**config.mk**
```make
export PLATFORM = sky130hd
export DESIGN_NAME = ball_game_ctrl
export DESIGN_NICKNAME = d
export VERILOG_FILES = /design/src/rtl/ball_game_pkg.sv /design/src/rtl/ball_game_ctrl_hit_accumulator.sv /design/src/rtl/ball_game_ctrl.sv
export SDC_FILE = /design/constraint.sdc
export NUM_CORES = 1
export LEC_CHECK = 0
export ABC_AREA = 1
export CAP_MARGIN = 0
export CORE_MARGIN = 2
export CORE_UTILIZATION = 31
export CTS_CLUSTER_DIAMETER = 200
export DETAILED_ROUTE_END_ITERATION = 8
export DONT_BUFFER_PORTS = 1
export PLACE_DENSITY_LB_ADDON = 0.1
export SYNTH_ARGS = -nofsm -noshare
export SYNTH_HDL_FRONTEND = slang
export SYNTH_SLANG_ARGS = --single-unit
export TNS_END_PERCENT = 5
```
**constraint.sdc**
```tcl
create_clock -name clk -period 3.7 [get_ports clk]
set_input_delay 0.74 -clock clk [delete_from_list [all_inputs] [get_ports clk]]
set_output_delay 0.74 -clock clk [all_outputs]
set_load 0.02 [all_outputs]
```
**src/rtl/ball_game_pkg.sv**
```systemverilog
// Shared types and screen constants for the ball game controller.
package ball_game_pkg;

    typedef enum logic [1:0] {
        IDLE     = 2'd0,
        PLAY     = 2'd1,
        COOLDOWN = 2'd2,
        OVER     = 2'd3
    } game_state_t;

    localparam int H_ACTIVE  = 640;
    localparam int V_ACTIVE  = 480;
    localparam int BALL_SIZE = 20;
    localparam int SCORE_MAX = 99;
    localparam int HIT_CNT_W = 12;

endpackage

```
**src/rtl/ball_game_ctrl_hit_accumulator.sv**
```systemverilog
// Per-frame saturating count of camera hit pixels inside the ball box, with threshold compare.
module hit_accumulator
    import ball_game_pkg::*;
#(
    parameter int HIT_THRESH = 64
) (
    input  logic clk,
    input  logic reset_n,
    input  logic en,
    input  logic frame_start,
    input  logic pixel_valid,
    input  logic is_hit_area,
    input  logic hit_pixel,
    output logic hit
);

    localparam logic [HIT_CNT_W-1:0] CNT_MAX = '1;
    localparam logic [HIT_CNT_W-1:0] THRESH  = HIT_CNT_W'(HIT_THRESH);

    logic [HIT_CNT_W-1:0] cnt;
    logic                 qual;

    assign qual = pixel_valid & is_hit_area & hit_pixel;
    assign hit  = (cnt >= THRESH);

    // A qualifying pixel in the frame_start cycle already belongs to the new frame.
    always_ff @(posedge clk or negedge reset_n) begin
        if (!reset_n)
            cnt <= '0;
        else if (!en)
            cnt <= '0;
        else if (frame_start)
            cnt <= {{(HIT_CNT_W-1){1'b0}}, qual};
        else if (qual && cnt != CNT_MAX)
            cnt <= cnt + 1'b1;
    end

endmodule

```
**src/rtl/ball_game_ctrl.sv**
```systemverilog
// Frame-rate ball game controller: movement, bounce, hit scoring, lives.
// Define BALL_SPEEDUP_EN to raise ball speed with score (SPEED + score/10, max 7).
module ball_game_ctrl
    import ball_game_pkg::*;
#(
    parameter int H_ACTIVE        = ball_game_pkg::H_ACTIVE,
    parameter int V_ACTIVE        = ball_game_pkg::V_ACTIVE,
    parameter int BALL_SIZE       = ball_game_pkg::BALL_SIZE,
    parameter int INIT_X          = 100,
    parameter int INIT_Y          = 80,
    parameter int SPEED           = 2,
    parameter int HIT_THRESH      = 64,
    parameter int COOLDOWN_FRAMES = 15,
    parameter int LIVES_INIT      = 3
) (
    input  logic       clk,
    input  logic       reset_n,
    input  logic       frame_start,
    input  logic       pixel_valid,
    input  logic       is_hit_area,
    input  logic       hit_pixel,
    input  logic       start_btn,
    output logic [9:0] ball_x,
    output logic [9:0] ball_y,
    output logic [7:0] score,
    output logic [1:0] lives,
    output logic [1:0] game_state,
    output logic       hit_pulse
);

    localparam logic signed [10:0] XMAX = 11'(H_ACTIVE - BALL_SIZE);
    localparam logic signed [10:0] YMAX = 11'(V_ACTIVE - BALL_SIZE);

    game_state_t        state, state_nxt;
    logic               dir_x, dir_y;       // 0 = right / down
    logic [7:0]         cd_cnt;
    logic               start_prev;
    logic               hit_raw, hit, miss, start_rise, acc_en;
    logic signed [10:0] spd, nx, ny;

    logic [9:0] x_nxt, y_nxt;
    logic       dx_nxt, dy_nxt, pulse_nxt;
    logic [7:0] score_nxt, cd_nxt;
    logic [1:0] lives_nxt;

    assign acc_en = (state == PLAY) || (state == COOLDOWN);

    hit_accumulator #(.HIT_THRESH(HIT_THRESH)) u_hit_acc (
        .clk         (clk),
        .reset_n     (reset_n),
        .en          (acc_en),
        .frame_start (frame_start),
        .pixel_valid (pixel_valid),
        .is_hit_area (is_hit_area),
        .hit_pixel   (hit_pixel),
        .hit         (hit_raw)
    );

`ifdef BALL_SPEEDUP_EN
    logic [7:0] spd_sum;
    always_comb begin
        spd_sum = 8'(SPEED) + score / 8'd10;
        spd     = (spd_sum > 8'd7) ? 11'sd7 : $signed({3'b000, spd_sum});
    end
`else
    assign spd = 11'(SPEED);
`endif

    assign nx = dir_x ? ($signed({1'b0, ball_x}) - spd) : ($signed({1'b0, ball_x}) + spd);
    assign ny = dir_y ? ($signed({1'b0, ball_y}) - spd) : ($signed({1'b0, ball_y}) + spd);

    assign hit        = hit_raw && (state == PLAY);
    assign miss       = (ny > YMAX) && !hit;
    assign start_rise = start_btn && !start_prev;

    always_ff @(posedge clk or negedge reset_n) begin
        if (!reset_n)
            state <= IDLE;
        else
            state <= state_nxt;
    end

    always_comb begin
        state_nxt = state;
        case (state)
            IDLE:     if (start_btn) state_nxt = PLAY;
            PLAY:     if (frame_start) begin
                          if (hit)                      state_nxt = COOLDOWN;
                          else if (miss && lives == 2'd1) state_nxt = OVER;
                      end
            COOLDOWN: if (frame_start) begin
                          if (miss && lives == 2'd1)    state_nxt = OVER;
                          else if (cd_cnt <= 8'd1)      state_nxt = PLAY;
                      end
            OVER:     if (start_rise) state_nxt = IDLE;
            default:  state_nxt = IDLE;
        endcase
    end

    // Edge contact on x bounces immediately; the bottom edge only counts as a miss once crossed.
    always_comb begin
        x_nxt     = ball_x;
        y_nxt     = ball_y;
        dx_nxt    = dir_x;
        dy_nxt    = dir_y;
        score_nxt = score;
        lives_nxt = lives;
        cd_nxt    = cd_cnt;
        pulse_nxt = 1'b0;
        case (state)
            IDLE: begin
                x_nxt = 10'(INIT_X);
                y_nxt = 10'(INIT_Y);
                if (start_btn) begin
                    score_nxt = '0;
                    lives_nxt = 2'(LIVES_INIT);
                    dx_nxt    = 1'b0;
                    dy_nxt    = 1'b0;
                end
            end
            PLAY, COOLDOWN: if (frame_start) begin
                if (nx <= 11'sd0) begin
                    x_nxt  = '0;
                    dx_nxt = ~dir_x;
                end else if (nx >= XMAX) begin
                    x_nxt  = XMAX[9:0];
                    dx_nxt = ~dir_x;
                end else begin
                    x_nxt = nx[9:0];
                end

                if (ny < 11'sd0) begin
                    y_nxt  = '0;
                    dy_nxt = 1'b0;
                end else if (ny > YMAX) begin
                    if (hit) begin
                        y_nxt = YMAX[9:0];
                    end else begin
                        lives_nxt = lives - 2'd1;
                        x_nxt     = 10'(INIT_X);
                        y_nxt     = 10'(INIT_Y);
                        dx_nxt    = 1'b0;
                        dy_nxt    = 1'b0;
                    end
                end else begin
                    y_nxt = ny[9:0];
                end

                if (hit) begin
                    score_nxt = (score >= 8'(SCORE_MAX)) ? 8'(SCORE_MAX) : score + 8'd1;
                    dy_nxt    = 1'b1;
                    pulse_nxt = 1'b1;
                    cd_nxt    = 8'(COOLDOWN_FRAMES);
                end else if (state == COOLDOWN && cd_cnt != 8'd0) begin
                    cd_nxt = cd_cnt - 8'd1;
                end
            end
            default: ;
        endcase
    end

    always_ff @(posedge clk or negedge reset_n) begin
        if (!reset_n) begin
            ball_x     <= 10'(INIT_X);
            ball_y     <= 10'(INIT_Y);
            dir_x      <= 1'b0;
            dir_y      <= 1'b0;
            score      <= '0;
            lives      <= 2'(LIVES_INIT);
            cd_cnt     <= '0;
            hit_pulse  <= 1'b0;
            start_prev <= 1'b0;
        end else begin
            ball_x     <= x_nxt;
            ball_y     <= y_nxt;
            dir_x      <= dx_nxt;
            dir_y      <= dy_nxt;
            score      <= score_nxt;
            lives      <= lives_nxt;
            cd_cnt     <= cd_nxt;
            hit_pulse  <= pulse_nxt;
            start_prev <= start_btn;
        end
    end

    assign game_state = state;

endmodule

```
# Word-level counts from Yosys, hierarchy flattened
# Index checks and enable logic that the tools add are counted.
[classes] add_sub_neg=8 magnitude_cmp=7 n_eq_ne=18 muxes=55 n_bitwise=3 n_reduce_logical=21
[ops] operator="$mux 10" count=9
[ops] operator="$mux 8" count=6
[ops] operator="$pmux 10 s2" count=2
[ops] operator="$mux 12" count=3
[ops] operator="$mux 2" count=13
[ops] operator="$add 10x2->11 const B" count=2
[ops] operator="$mux 11" count=2
[ops] operator="$sub 10x2->11 const B" count=2
[ops] operator="$ne 2x2->1 const B" count=9
[ops] operator="$pmux 8 s2" count=1
[ops] operator="$mux 1" count=14
[ops] operator="$add 12x1->12 const B" count=1
[ops] operator="$ge 12x7->1 const B" count=1
[ops] operator="$ne 12x12->1 const B" count=1
[ops] operator="$reduce_and 6->1" count=2
[ops] operator="$ge 11x11->1 const B" count=1
[ops] operator="$gt 11x10->1 const B" count=1
[ops] operator="$le 11x1->1 const B" count=1
[ops] operator="$lt 11x1->1 const B" count=1
[ops] operator="$mux 9" count=1
[ops] operator="$add 8x1->8 const B" count=1
[ops] operator="$ge 8x7->1 const B" count=1
[ops] operator="$le 8x1->1 const B" count=1
[ops] operator="$pmux 2 s4" count=1
[ops] operator="22 further kinds" count=35
[totals] regBits=56 in_bits=7 out_inout_bits=33 elab_cells=123

# Logic depth before layout (Yosys ltp)
# Gate-level depths: netlist of the first run.
[logic_depth] word_depth=10 depth_mapped=16 mapped_depth_nobuf=16

# Hierarchy
# From an unflattened synthesis of the first run, not the netlist that was laid out.
[unflattened] hier_cells=566 hier_area_um2=4159.0
[modules_own_cells] mod="ball_game_ctrl" n_inst=1 cells_per_inst=435 area_per_inst_um2=3249.4
[modules_own_cells] mod="hit_accumulator" n_inst=1 cells_per_inst=131 area_per_inst_um2=909.6

# Least setup slack after synthesis of the first run
# OpenSTA, ideal clock, no wires.
[synth_timing] path_kind="flip-flop to flip-flop" from="register ball_x[2]" to="register ball_x[9]" setup_time_ps=128 arrival_time_ps=2153 t_required_ps=3572 setup_slack_ps=1419 stages_incl_launch_ff=13 synth_period_minus_slack_ps=2281 cell_sequence="dfstp_2 > inv_1 > fa_1 > inv_1 > nand3_1 > nand2_1 > nand3_1 > nand2_1 > xor2_2 > nand4_1 > nor2b_4 > nand2_2 > o21ai_1"
[synth_via] elab_chain_cells=10 elab_cells_between_ends=12 cone_classes="2 x add/sub; 2 x order compare; 8 x mux"
[synth_lines] element="start, declared" line="ball_game_ctrl.sv:23" text="output logic [9:0] ball_x,"
[synth_lines] element="start signal, assigned" line="ball_game_ctrl.sv:164" text="ball_x <= 10'(INIT_X);"
[synth_lines] element="start signal, assigned" line="ball_game_ctrl.sv:174" text="ball_x <= x_nxt;"
[synth_lines] element="$add 10x2->11 / $sub 10x2->11 (equally long branches)" line="ball_game_ctrl.sv:69" text="assign nx = dir_x ? ($signed({1'b0, ball_x}) - spd) : ($signed({1'b0, ball_x}) + spd);"
[synth_lines] element="$mux 11 *" line="ball_game_ctrl.sv:69"
[synth_lines] element="$ge 11x11->1" line="ball_game_ctrl.sv:125" text="end else if (nx >= XMAX) begin"
[synth_lines] element="$mux 10" line="ball_game_ctrl.sv:125"
[synth_lines] element="$mux 10 *" line="ball_game_ctrl.sv:122" text="if (nx <= 11'sd0) begin"
[synth_lines] element="$mux 10" line="ball_game_ctrl.sv:136" text="if (hit) begin"
[synth_lines] element="$mux 10" line="ball_game_ctrl.sv:135" text="end else if (ny > YMAX) begin"
[synth_lines] element="$mux 10 *" line="ball_game_ctrl.sv:132" text="if (ny < 11'sd0) begin"
[synth_lines] element="$mux 10 *" line="ball_game_ctrl.sv:121" text="PLAY, COOLDOWN: if (frame_start) begin"
[synth_lines] element="$pmux 10 s2 *" line="ball_game_ctrl.sv:110" text="case (state)"
# Every way passes the cells marked *; elsewhere a longest branch is shown, timed or not. The select of a mux whose other input is x is not followed.
# A chain may end at the register's enable or synchronous reset.

# Worst setup path after layout of the first run
[layout_timing] from="register state[1], in the netlist game_state[1]" to="register u_hit_acc.cnt[10]"
[layout_via] elab_chain_cells=3 elab_cells_between_ends=5 cone_classes="3 x eq/ne; 1 x mux; 1 x reduce/logical"
[layout_lines] element="start, declared" line="ball_game_ctrl.sv:34" text="game_state_t state, state_nxt;"
[layout_lines] element="start signal, assigned" line="ball_game_ctrl.sv:80" text="state <= state_nxt;"
[layout_lines] element="$eq 2x1->1 / $eq 2x2->1 (equally long branches)" line="ball_game_ctrl.sv:46" text="assign acc_en = (state == PLAY) || (state == COOLDOWN);"
[layout_lines] element="$logic_or 1x1->1 *" line="ball_game_ctrl.sv:46"
[layout_lines] element="$ne 3x3->1 (no source line) / $mux 12 (equally long branches)"
[layout_lines] element="end signal, assigned" line="ball_game_ctrl_hit_accumulator.sv:33" text="cnt <= {{(HIT_CNT_W-1){1'b0}}, qual};"
[layout_lines] element="end signal, assigned" line="ball_game_ctrl_hit_accumulator.sv:35" text="cnt <= cnt + 1'b1;"
[layout_lines] element="end, declared" line="ball_game_ctrl_hit_accumulator.sv:20" text="logic [HIT_CNT_W-1:0] cnt;"
# Every way passes the cells marked *; elsewhere a longest branch is shown, timed or not.

==> results of run 1 <==
placed cells by master (no fill, tap or decap), types with 2 or more instances in the layout:
cell	n
nand4_1	17
a21oi_1	26
clkbuf_16	5
o21ai_1	6
nor2_2	3
nand2_2	9
o41ai_1	2
fa_1	2
nand3_1	31
dfstp_2	7
nand2_1	120
dfrtp_1	48
xor2_2	2
xor2_1	6
nand3b_1	3
a21oi_2	3
o22ai_1	3
nand3_2	3
o21ai_0	34
buf_4	2
nor2_1	44
a31oi_1	8
inv_2	2
ha_1	26
xnor2_1	2
or2_2	3
inv_1	88
nor3_1	5
flip-flops by register name, indices dropped and copies added (netlist names), 2 cells and up:
signal	count
lives	2
ball_y	9
score	8
cd_cnt	8
u_hit_acc.cnt	12
ball_x	10
game_state	2
power groups by stage:
stage | registers, uW | clock network (uW) | logic, uW
final | 1000 | 560 | 1040
after CTS | 1010 | 584 | 1050
after detailed placement | 1020 | 0 | 1050
after floorplan | 966 | 0 | 793
after global routing | 1030 | 602 | 1190
after global placement | 1020 | 0 | 1040
cells by family (layout without fill, tap and decap cells):
kind of cell               count (synthesis)  in the layout  synth area share [%]
and+or+nand+nor                          246            246                  29.3
other                                      1              1                0.0970
adders and majority gates                 28             28                  9.45
buffers and inverters                     94            101                  9.29
AOI/OAI and AO/OA                         90             90                  13.4
xor gates and xnor gates                  10             10                  2.65
DFF                                       55             55                  35.8
cells in the mapped netlist, drive strengths merged, types with 4 or more instances:
cell type / count
nor3: 6
nor2: 48
inv: 91
nand3: 35
a31oi: 8
or2: 4
nand2: 130
xor2: 8
o21ai: 41
nand4: 17
a21oi: 30
ha: 26
dfstp: 7
dfrtp: 48
cell type report:
type | count | area, um2
Clock buffer | 5 | 125
Clock inverter | 3 | 47.5
Fill cell | 1292 | 7860
Inverter | 91 | 344
Multi-Input combinational cell | 375 | 2120
Sequential cell | 55 | 1390
Tap cell | 168 | 210
Timing Repair Buffer | 2 | 15.0
layer usage:
metal / vias to the layer above / part of all wire (%)
li1: 1716 / -
met1: 1501 / 48
met2: 45 / 47
met3: 7 / 4.5
met4: 0 / 0.92
met5: - / 0
per-stage QoR:
step / instance area, um2 / hold slack (ps) / util, % / setup WS [ps] / power (uW)
CTS: 4250 / 120 / 35.1 / 925 / 2650
floorplan: 3870 / 433 / - / 1420 / 1760
detailed placement: 4080 / 447 / 33.7 / 932 / 2070
finish: 4250 / 132 / 35.1 / 974 / 2600
global placement: 4080 / 447 / 33.7 / 967 / 2060
global route: 4250 / 114 / 35.1 / 656 / 2820
how the worst min path moves through the flow:
| stage | cells past startpoint | slack, ps | startpoint | endpoint |
|---|---|---|---|---|
| floorplan | 1 | 430 | cd_cnt[6] | cd_cnt[6] |
| global placement | 0 | 450 | reset_n | ball_y[3] |
| detailed placement | 0 | 450 | reset_n | ball_y[3] |
| CTS | 0 | 120 | reset_n | ball_y[9] |
| global route | 0 | 110 | reset_n | ball_y[3] |
| finish | 0 | 130 | reset_n | ball_y[3] |
worst register-to-register path, stage by stage (launching register included):
cell     delay, ps
dfrtp_1        600
inv_1          150
ha_1           410
inv_1          200
nor2_1          60
buf_4          170
inv_1          130
nor2_2          80
nor2_1         230
nand3_1        140
nor2_1         150
nand2_1         80
inv_1           70
nand2_1         50
a21oi_1        130
==> results by group, run 1 <==
Finish
  – Final cell count without fillers: between 600 and 700
  – Layout cell share with drive strength beyond 1: under 10%
  – Synth-to-layout area growth: 9.90%
  – Layout net count: 565
  – Ant diodes: 0

Timing
  – RSZ-0062 raised after global routing: false
  – Final Hold Fails: 0
  – Slew @ Worst Pin: 537 ps
  – Post-layout min period: 2730 ps
  – Setup TNS: 0 ps
  – Final cycle utilization of the critical path: 73.7%
  – Layout Skew: about 7 ps
  – Finish-stage setup viols: 0
  – Max-slew violations: 0
  – Rel. slew slack: 64.2%
  – Max Freq: 0.367 GHz

Place
  – Dpl cells: 691
  – DP Wirelength: 7.19 mm
  – Port Buffer Count: 0
  – Routability congestion estimate: between 0.8 and 0.9

Setup path
  – Crit path kind: reg2reg
  – Stages on worst setup path: 14
  – Slowest cell on crit path: dfrtp_1
  – Worst Path Buf+Inv: 5
  – Crit path largest cell delay: 600 ps
  – CP Max Fanout: 11
  – Critical Path AT: 2950 ps
  – Worst Reg-to-Reg Cells: 14
  – R2r setup slk: 970 ps
  – Worst setup endpoint: u_hit_acc.cnt[10]
  – Top delay family on crit path: simple AND/OR/NAND/NOR gates
  – Worst flop-to-flop path startpoint: game_state[1]
  – Startpoint types: flip-flop
  – Critical Path Source: game_state[1]
  – Worst EP required: 3920 ps
  – Critical Path Most Common Cell: inv_1
  – Setup crit end kind: flip-flop
  – Crit-path cells: inv_1 > ha_1 > inv_1 > nor2_1 > buf_4 > inv_1 > nor2_2 > nor2_1 > nand3_1 > nor2_1 > nand2_1 > inv_1 > nand2_1 > a21oi_1
  – R2r endpoint: u_hit_acc.cnt[10]

Worst hold path
  – Worst Hold Class: in2async

Yosys
  – Post-synth top flop: dfrtp_1
  – #FFs+latches synth: 55
  – Syn Nets: roughly 560
  – EDFF count, synth: 0
  – Netlist cell types: 46
  – Ys async rst share: 100%
  – Syn. warnings: 0
  – Sequential fraction of the synthesis area: 35.8%
  – Top-area cell type share of the netlist area: a little under a third
  – Synth Area per Inst: between 7 and 8 um2
  – Cells after Synth: approximately 520
  – Synth Cell Area: approximately 0.0039 mm2
  – Synth top area cells: dfrtp_1 31%, nand2_1 12%, inv_1 8.5%, ha_1 8.4%, dfstp_2 4.8%
  – Largest area contributor in the netlist: dfrtp_1

Power
  – Sequential power share: approximately 39%
  – Pwr dens: 612 mW/mm2
  – Static Leak: roughly 0.0021 uW
  – Peak VDD IR: ~180 uV
  – Clock share of power: 21.5%
  – Cell internal pwr: 1430 uW
  – Comb pwr share: 39.9%
  – Sw power: 1170 uW
  – Net Sw Frac: 45.1%

Clock network
  – # Post-CTS Setup Buffers: 0
  – CTS tree: yes
  – H-tree depth: 2
  – Clock transition at the registers of the reported paths: 80 ps
  – CTS Sinks: 55
  – Cts bufs inserted: 5
  – Clk root buf: clkbuf_16
  – Clock latency on the worst-skew pair: approximately 300 ps
  – CTS Hold Bufs: 0
  – Post_cts resized: 0
  – Max Root-Sink Buffers: 2

GRT
  – Met2 usage: 24.4%
  – Number of antenna violations at the first check in global routing: 0
  – GR Layer Usage met3: 3.29%
  – First-pass GRT wire length: 15.7 mm
  – GR Util met1: 19.8%
  – GRT Overall Usage: 14.8%
  – Largest net degree at the start of global routing: 56
  – Number of global-route vias before repair: between 3000 and 4000
  – Most Crowded Layer GR: met2
  – Gr ovfl total: 0

Drt
  – Residual DRC: 0
  – Via Count: ~3300
  – Vias per inst: 4.68
  – 1st-iter DRT viols: between 150 and 200
  – Final WL: 9.35 mm
  – Wirelength per Cell: 13.4 um
  – Routed Antenna Nets: 0
  – Drt pass-1 iters: 4

Die
  – Rows: 40
  – Chip Width: roughly 120 um
  – Die height: 116 um
  – Core area: 0.0121 mm2
  – I/O pins: 40
  – DIE AREA: 0.0134 mm2
  – Initial Utilization: 31.9%

Flow run
  – Max cap viols: 0

Outcome
  – Status: completed
Power figures use the tool's default switching activity.
==> run 2: changes to the inputs <==
- clock period: 3.7 -> 2.48 ns (I/O delays scaled with it)
==> results by group, run 2 (same netlist as run 1, synthesis figures left out) <==
Timing
  – Final cycle utilization of the critical path: 95.2% (+22 points)
  – Max Freq: 0.424 GHz (+15%)
  – Final hold slack: 30.3 ps (-101 ps)
  – Setup TNS: 0 ps (unchanged)
  – Final Hold Fails: 0 (unchanged)
  – Finish-stage setup viols: 0 (unchanged)
  – Post-layout min period: 2360 ps (-365 ps)
  – RSZ-0062 raised after global routing: true
  – Max-slew violations: 0 (unchanged)
  – Layout Skew: 7.65 ps (+0.641 ps)

Drt
  – Vias per inst: 4.71 (+0.67%)
  – Routed Antenna Nets: 0 (unchanged)
  – Via Count: 3404 (+4.1%)
  – Wirelength per Cell: 13.5 um (+1.1%)
  – Drt pass-1 iters: 6 (+2)
  – Final WL: 9.78 mm (+4.6%)
  – Residual DRC: 0 (unchanged)
  – 1st-iter DRT viols: 167 (-14%)

Die
  – Core area: 0.0121 mm2 (unchanged)
  – DIE AREA: 0.0134 mm2 (unchanged)
  – Chip Width: 116 um (unchanged)
  – Initial Utilization: 31.9% (unchanged)
  – Die height: 116 um (unchanged)
  – I/O pins: 40 (unchanged)
  – Rows: 40 (unchanged)

GRT
  – Number of global-route vias before repair: 3292 (+6.8%)
  – Number of antenna violations at the first check in global routing: 0 (unchanged)
  – First-pass GRT wire length: 16.3 mm (+4.1%)
  – Gr ovfl total: 0 (unchanged)
  – Largest net degree at the start of global routing: 49 (-13%)
  – GRT Overall Usage: 15.5% (+0.73 points)

Finish
  – Top flop regs: u_hit_acc.cnt (12), ball_x (10), ball_y (9)
  – Post-Layout Inst Area: 0.00449 mm2 (+5.7%)
  – Layout net count: 589 (+4.2%)
  – Max reg flops: 12 (unchanged)
  – Ant diodes: 0 (unchanged)
  – Commonest non-fill, non-tap cell in the layout: nand2_1
  – Reg with most FFs: u_hit_acc.cnt
  – Fillers: 1278 (-1.1%)
  – Most frequent cells in the layout: 120 x nand2_1, 88 x inv_1, 47 x dfrtp_1, 43 x nor2_1, 34 x o21ai_0
  – Synth-to-layout area growth: 16.1%
  – Layout cell share with drive strength beyond 1: 15.1% (+5.5 points)

Setup path
  – Worst setup endpoint: ball_x[9]
  – Critical Path Source: ball_x[2]
  – Setup crit end kind: flip-flop
  – Worst flop-to-flop path startpoint: ball_x[2]
  – R2r setup slk: 120 ps (-850 ps)
  – Startpoint types: flip-flop
  – Crit path kind: reg2reg
  – Worst Reg-to-Reg Cells: 12 (-2)
  – Critical Path AT: 2540 ps (-410 ps)
  – Worst EP required: 2660 ps (-1260 ps)
  – R2r endpoint: ball_x[9]
  – CP Max Fanout: 5 (-6)

Place
  – Placed instance area: 0.00425 mm2 (+4.2%)
  – Port Buffer Count: 0 (unchanged)
  – Routability congestion estimate: 0.833 (+3.9%)
  – DP Wirelength: 7.56 mm (+5.1%)

Clock network
  – Clock transition at the registers of the reported paths: 70 ps (about the same)
  – CTS tree: yes
  – Cts bufs inserted: 5 (unchanged)
  – Clock latency on the worst-skew pair: 300 ps (about the same)
  – # Post-CTS Setup Buffers: 0 (unchanged)
  – H-tree depth: 2 (unchanged)
  – Max Root-Sink Buffers: 2 (unchanged)
  – Clk root buf: clkbuf_16
  – CTS Sinks: 55 (unchanged)

Power
  – Static Leak: 0.00228 uW (+6.3%)
  – Final total power: 3980 uW (+53%)
  – Pwr dens: 886 mW/mm2 (+45%)
  – Peak VDD IR: 289 uV (+57%)

Flow run
  – Max cap viols: 0 (unchanged)

Outcome
  – Status: completed

Worst hold path
  – Worst Hold Class: in2async
-- run 2: cell types whose count changed in the layout (fill, tap and decap cells not counted), sizes merged --
cell / delta
bufinv: -1
inv: -1
buf: +24
clkinv: +1
clkbuf: +1
-- run 2: final cells by class --
type                    instances  area, um2  share of cell area (%)
clock inverters                 2       17.5                   0.390
flip-flops and latches         55       1390                    30.9
multi-input cells             375       2190                    48.7
inverters                      91        344                    7.66
repair buffers                 26        215                    4.79
well taps                     168        210                    4.68
clock buffers                   6        129                    2.87
-- run 2: metal layers --
metal	track usage (%)	vias up	share of wire, %
met2	25.9	54	47
met3	4.13	9	5.0
met1	20.1	1578	47
li1	-	1763	-
met4	3.89	0	1.2
met5	0	-	0
-- run 2: repair_timing --
item,in CTS,in global routing
hold endpoints to repair,48,0
endpoints found under the setup margin,0,22
hold buffers,1,0
resized for setup,0,13
-- run 2: worst min-delay path by stage --
stage	depth (start not counted)	slack (ps)	startpoint	to
2_1_floorplan	0	200	reset_n	ball_x[0]
3_5_place_dp	0	200	reset_n	ball_y[1]
4_1_cts	0	20	reset_n	lives[1]
5_1_grt	0	9	reset_n	lives[1]
3_3_place_gp	0	200	reset_n	ball_y[1]
6_report	0	30	reset_n	ball_y[6]
-- run 2: worst max-delay path, stage by stage (launching register included) --
cell and delay (ps):
dfstp_2 530, inv_1 60, fa_1 430, inv_1 90, nand3_1 60, nand2_1 100
nand3_1 70, nand2_1 100, xor2_2 240, nand4_1 190, nor2b_4 190, nand2_2 110
o21ai_1 70
-- run 2: through the flow --
stage / setup WS (ps) / instances / utilization, %
floorplan: 199 / 524 / -
global placement: 121 / 714 / 35.1
detailed placement: 95.9 / 714 / 35.1
CTS: 67.7 / 723 / 36.5
global route: -58.3 / 723 / 37.1
finish: 120 / 723 / 37.1
-- run 2: report_power, final --
group / internal, uW / switching (uW) / total, uW
Clock: 380 / 353 / 734
Sequential: 1130 / 209 / 1330
Combinational: 664 / 1250 / 1910
Total: 2170 / 1810 / 3980
==> run 3: changes to the inputs <==
- SKIP_LAST_GASP: default -> 1
==> results by group, run 3 (same netlist as run 1, synthesis figures left out) <==
Outcome
  – Status: completed

Die
  – Die height: 116 um (unchanged)
  – DIE AREA: 0.0134 mm2 (unchanged)
  – I/O pins: 40 (unchanged)
  – Core area: 0.0121 mm2 (unchanged)
  – Initial Utilization: 31.9% (unchanged)
  – Chip Width: 116 um (unchanged)
  – Rows: 40 (unchanged)

Clock network
  – # Post-CTS Setup Buffers: 0 (unchanged)
  – CTS tree: yes
  – H-tree depth: 2 (unchanged)
  – Clk root buf: clkbuf_16
  – Clock transition at the registers of the reported paths: 70 ps (about the same)
  – CTS Sinks: 55 (unchanged)
  – Clock latency on the worst-skew pair: 300 ps (about the same)
  – Cts bufs inserted: 5 (unchanged)
  – Max Root-Sink Buffers: 2 (unchanged)

Power
  – Pwr dens: 891 mW/mm2 (+0.55%)
  – Clock share of power: 18.5% (about the same)
  – Comb pwr share: 48.0% (about the same)
  – Sequential power share: 33.5% (about the same)
  – Cell internal pwr: 2160 uW (-0.43%)
  – Sw power: 1800 uW (-0.37%)
  – Peak VDD IR: 289 uV (about the same)
  – Static Leak: 0.00227 uW (-0.52%)
  – Net Sw Frac: 45.5% (about the same)

Setup path
  – Crit path kind: reg2reg
  – Startpoint types: flip-flop
  – Setup crit end kind: flip-flop
  – CP Max Fanout: 5 (unchanged)
  – Critical Path AT: 2540 ps (about the same)
  – Worst EP required: 2660 ps (about the same)

Timing
  – RSZ-0062 raised after global routing: true
  – Final WS setup: 120 ps (+0.385 ps)
  – Finish-stage setup viols: 0 (unchanged)
  – Max-slew violations: 0 (unchanged)
  – Max Freq: 0.424 GHz (about the same)
  – Post-layout min period: 2360 ps (-0.385 ps)
  – Final Hold Fails: 0 (unchanged)
  – Final cycle utilization of the critical path: 95.2% (about the same)
  – Layout Skew: 7.51 ps (-0.138 ps)
  – Setup TNS: 0 ps (unchanged)

GRT
  – GR Util met1: 20.1% (unchanged)
  – First-pass GRT wire length: 16.3 mm (unchanged)
  – Number of antenna violations at the first check in global routing: 0 (unchanged)
  – Largest net degree at the start of global routing: 49 (unchanged)
  – Gr ovfl total: 0 (unchanged)
  – GRT Overall Usage: 15.5% (unchanged)
  – GR Layer Usage met3: 4.13% (unchanged)
  – Number of global-route vias before repair: 3292 (unchanged)
  – Met2 usage: 25.9% (unchanged)
  – Most Crowded Layer GR: met2

Worst hold path
  – Worst Hold Class: in2async

Drt
  – 1st-iter DRT viols: 147 (-12%)
  – Routed Antenna Nets: 0 (unchanged)
  – Vias per inst: 4.71 (about the same)
  – Final WL: 9.74 mm (-0.39%)
  – Via Count: 3407 (+0.088%)
  – Drt pass-1 iters: 4 (-2)
  – Residual DRC: 0 (unchanged)
  – Wirelength per Cell: 13.5 um (-0.39%)

Finish
  – Most frequent cells in the layout: 120 x nand2_1, 88 x inv_1, 47 x dfrtp_1, 44 x nor2_1, 34 x o21ai_0
  – Commonest non-fill, non-tap cell in the layout: nand2_1
  – Ant diodes: 0 (unchanged)
  – Max reg flops: 12 (unchanged)
  – Top flop regs: u_hit_acc.cnt (12), ball_x (10), ball_y (9)
  – Synth-to-layout area growth: 15.0%
  – Layout cell share with drive strength beyond 1: 14.6% (-0.54 points)
  – Layout net count: 589 (unchanged)
  – Reg with most FFs: u_hit_acc.cnt
  – Final cell count without fillers: 723 (unchanged)

Place
  – Dpl cells: 714 (unchanged)
  – Port Buffer Count: 0 (unchanged)
  – DP Wirelength: 7.56 mm (unchanged)
  – Routability congestion estimate: 0.833 (unchanged)
  – Pre-CTS setup slack: 95.9 ps (unchanged)

Flow run
  – Max cap viols: 0 (unchanged)
## run 3: cell counts in the layout (fill, tap and decap cells not counted)
No cell type changed its count.
## run 3: final timing paths
check	startpoint	to	slack (ps)	depth (start not counted)
setup / recovery	ball_x[2]	ball_x[9]	120	12
hold / removal	reset_n	ball_y[6]	30	0
max in group asynchronous	reset_n	game_state[1]	2180	1
hold reg to reg	cd_cnt[6]	cd_cnt[6]	470	1
min in group clk	start_btn	start_prev	220	0
setup reg to reg	ball_x[2]	ball_x[9]	120	12
## run 3: cell type report
class                   instances  area (um2)
multi-input cells             375        2150
clock buffers                   6         129
repair buffers                 26         215
well taps                     168         210
flip-flops and latches         55        1390
inverters                      91         344
clock inverters                 2        17.5
fillers                      1283        7660
## run 3: power groups by stage
stage          registers (uW)  logic [uW]  clock network, uW
3_3_place_gp             1360        1880                  0
2_1_floorplan            1440        1180                  0
3_5_place_dp             1350        1880                  0
5_1_grt                  1360        2160                809
6_report                 1330        1900                734
4_1_cts                  1340        1910                761
## run 3: metrics by stage
| step | total power, uW | hold slack (ps) | util, % | area [um2] |
|---|---|---|---|---|
| 5_1_grt | 4330 | 8.65 | 36.7 | 4450 |
| 3_5_place_dp | 3230 | 202 | 35.1 | 4250 |
| 4_1_cts | 4000 | 19.6 | 36.5 | 4420 |
| 2_1_floorplan | 2620 | 200 | - | 3870 |
| 6_report | 3960 | 30.2 | 36.7 | 4450 |
| 3_3_place_gp | 3230 | 202 | 35.1 | 4250 |
## run 3: critical path: stages (launching register included)
cell and delay (ps):
dfstp_2 530, inv_1 60, fa_1 430, inv_1 90, nand3_1 60, nand2_1 100
nand3_1 70, nand2_1 100, xor2_2 240, nand4_1 180, nor2b_4 190, nand2_2 110
o21ai_1 70
## run 3: layer usage
metal	vias to the layer above	part of all wire (%)	wire, um
li1	1766	-	-
met1	1582	47	4600
met2	52	47	4550
met3	7	5.2	503
met4	0	0.95	93
met5	-	0	0
## run 3: what timing repair did
item	in CTS	in global routing
setup endpoints to repair	0	22
gates resized for setup	0	8
endpoints found under the hold margin	48	0
hold buffers	1	0
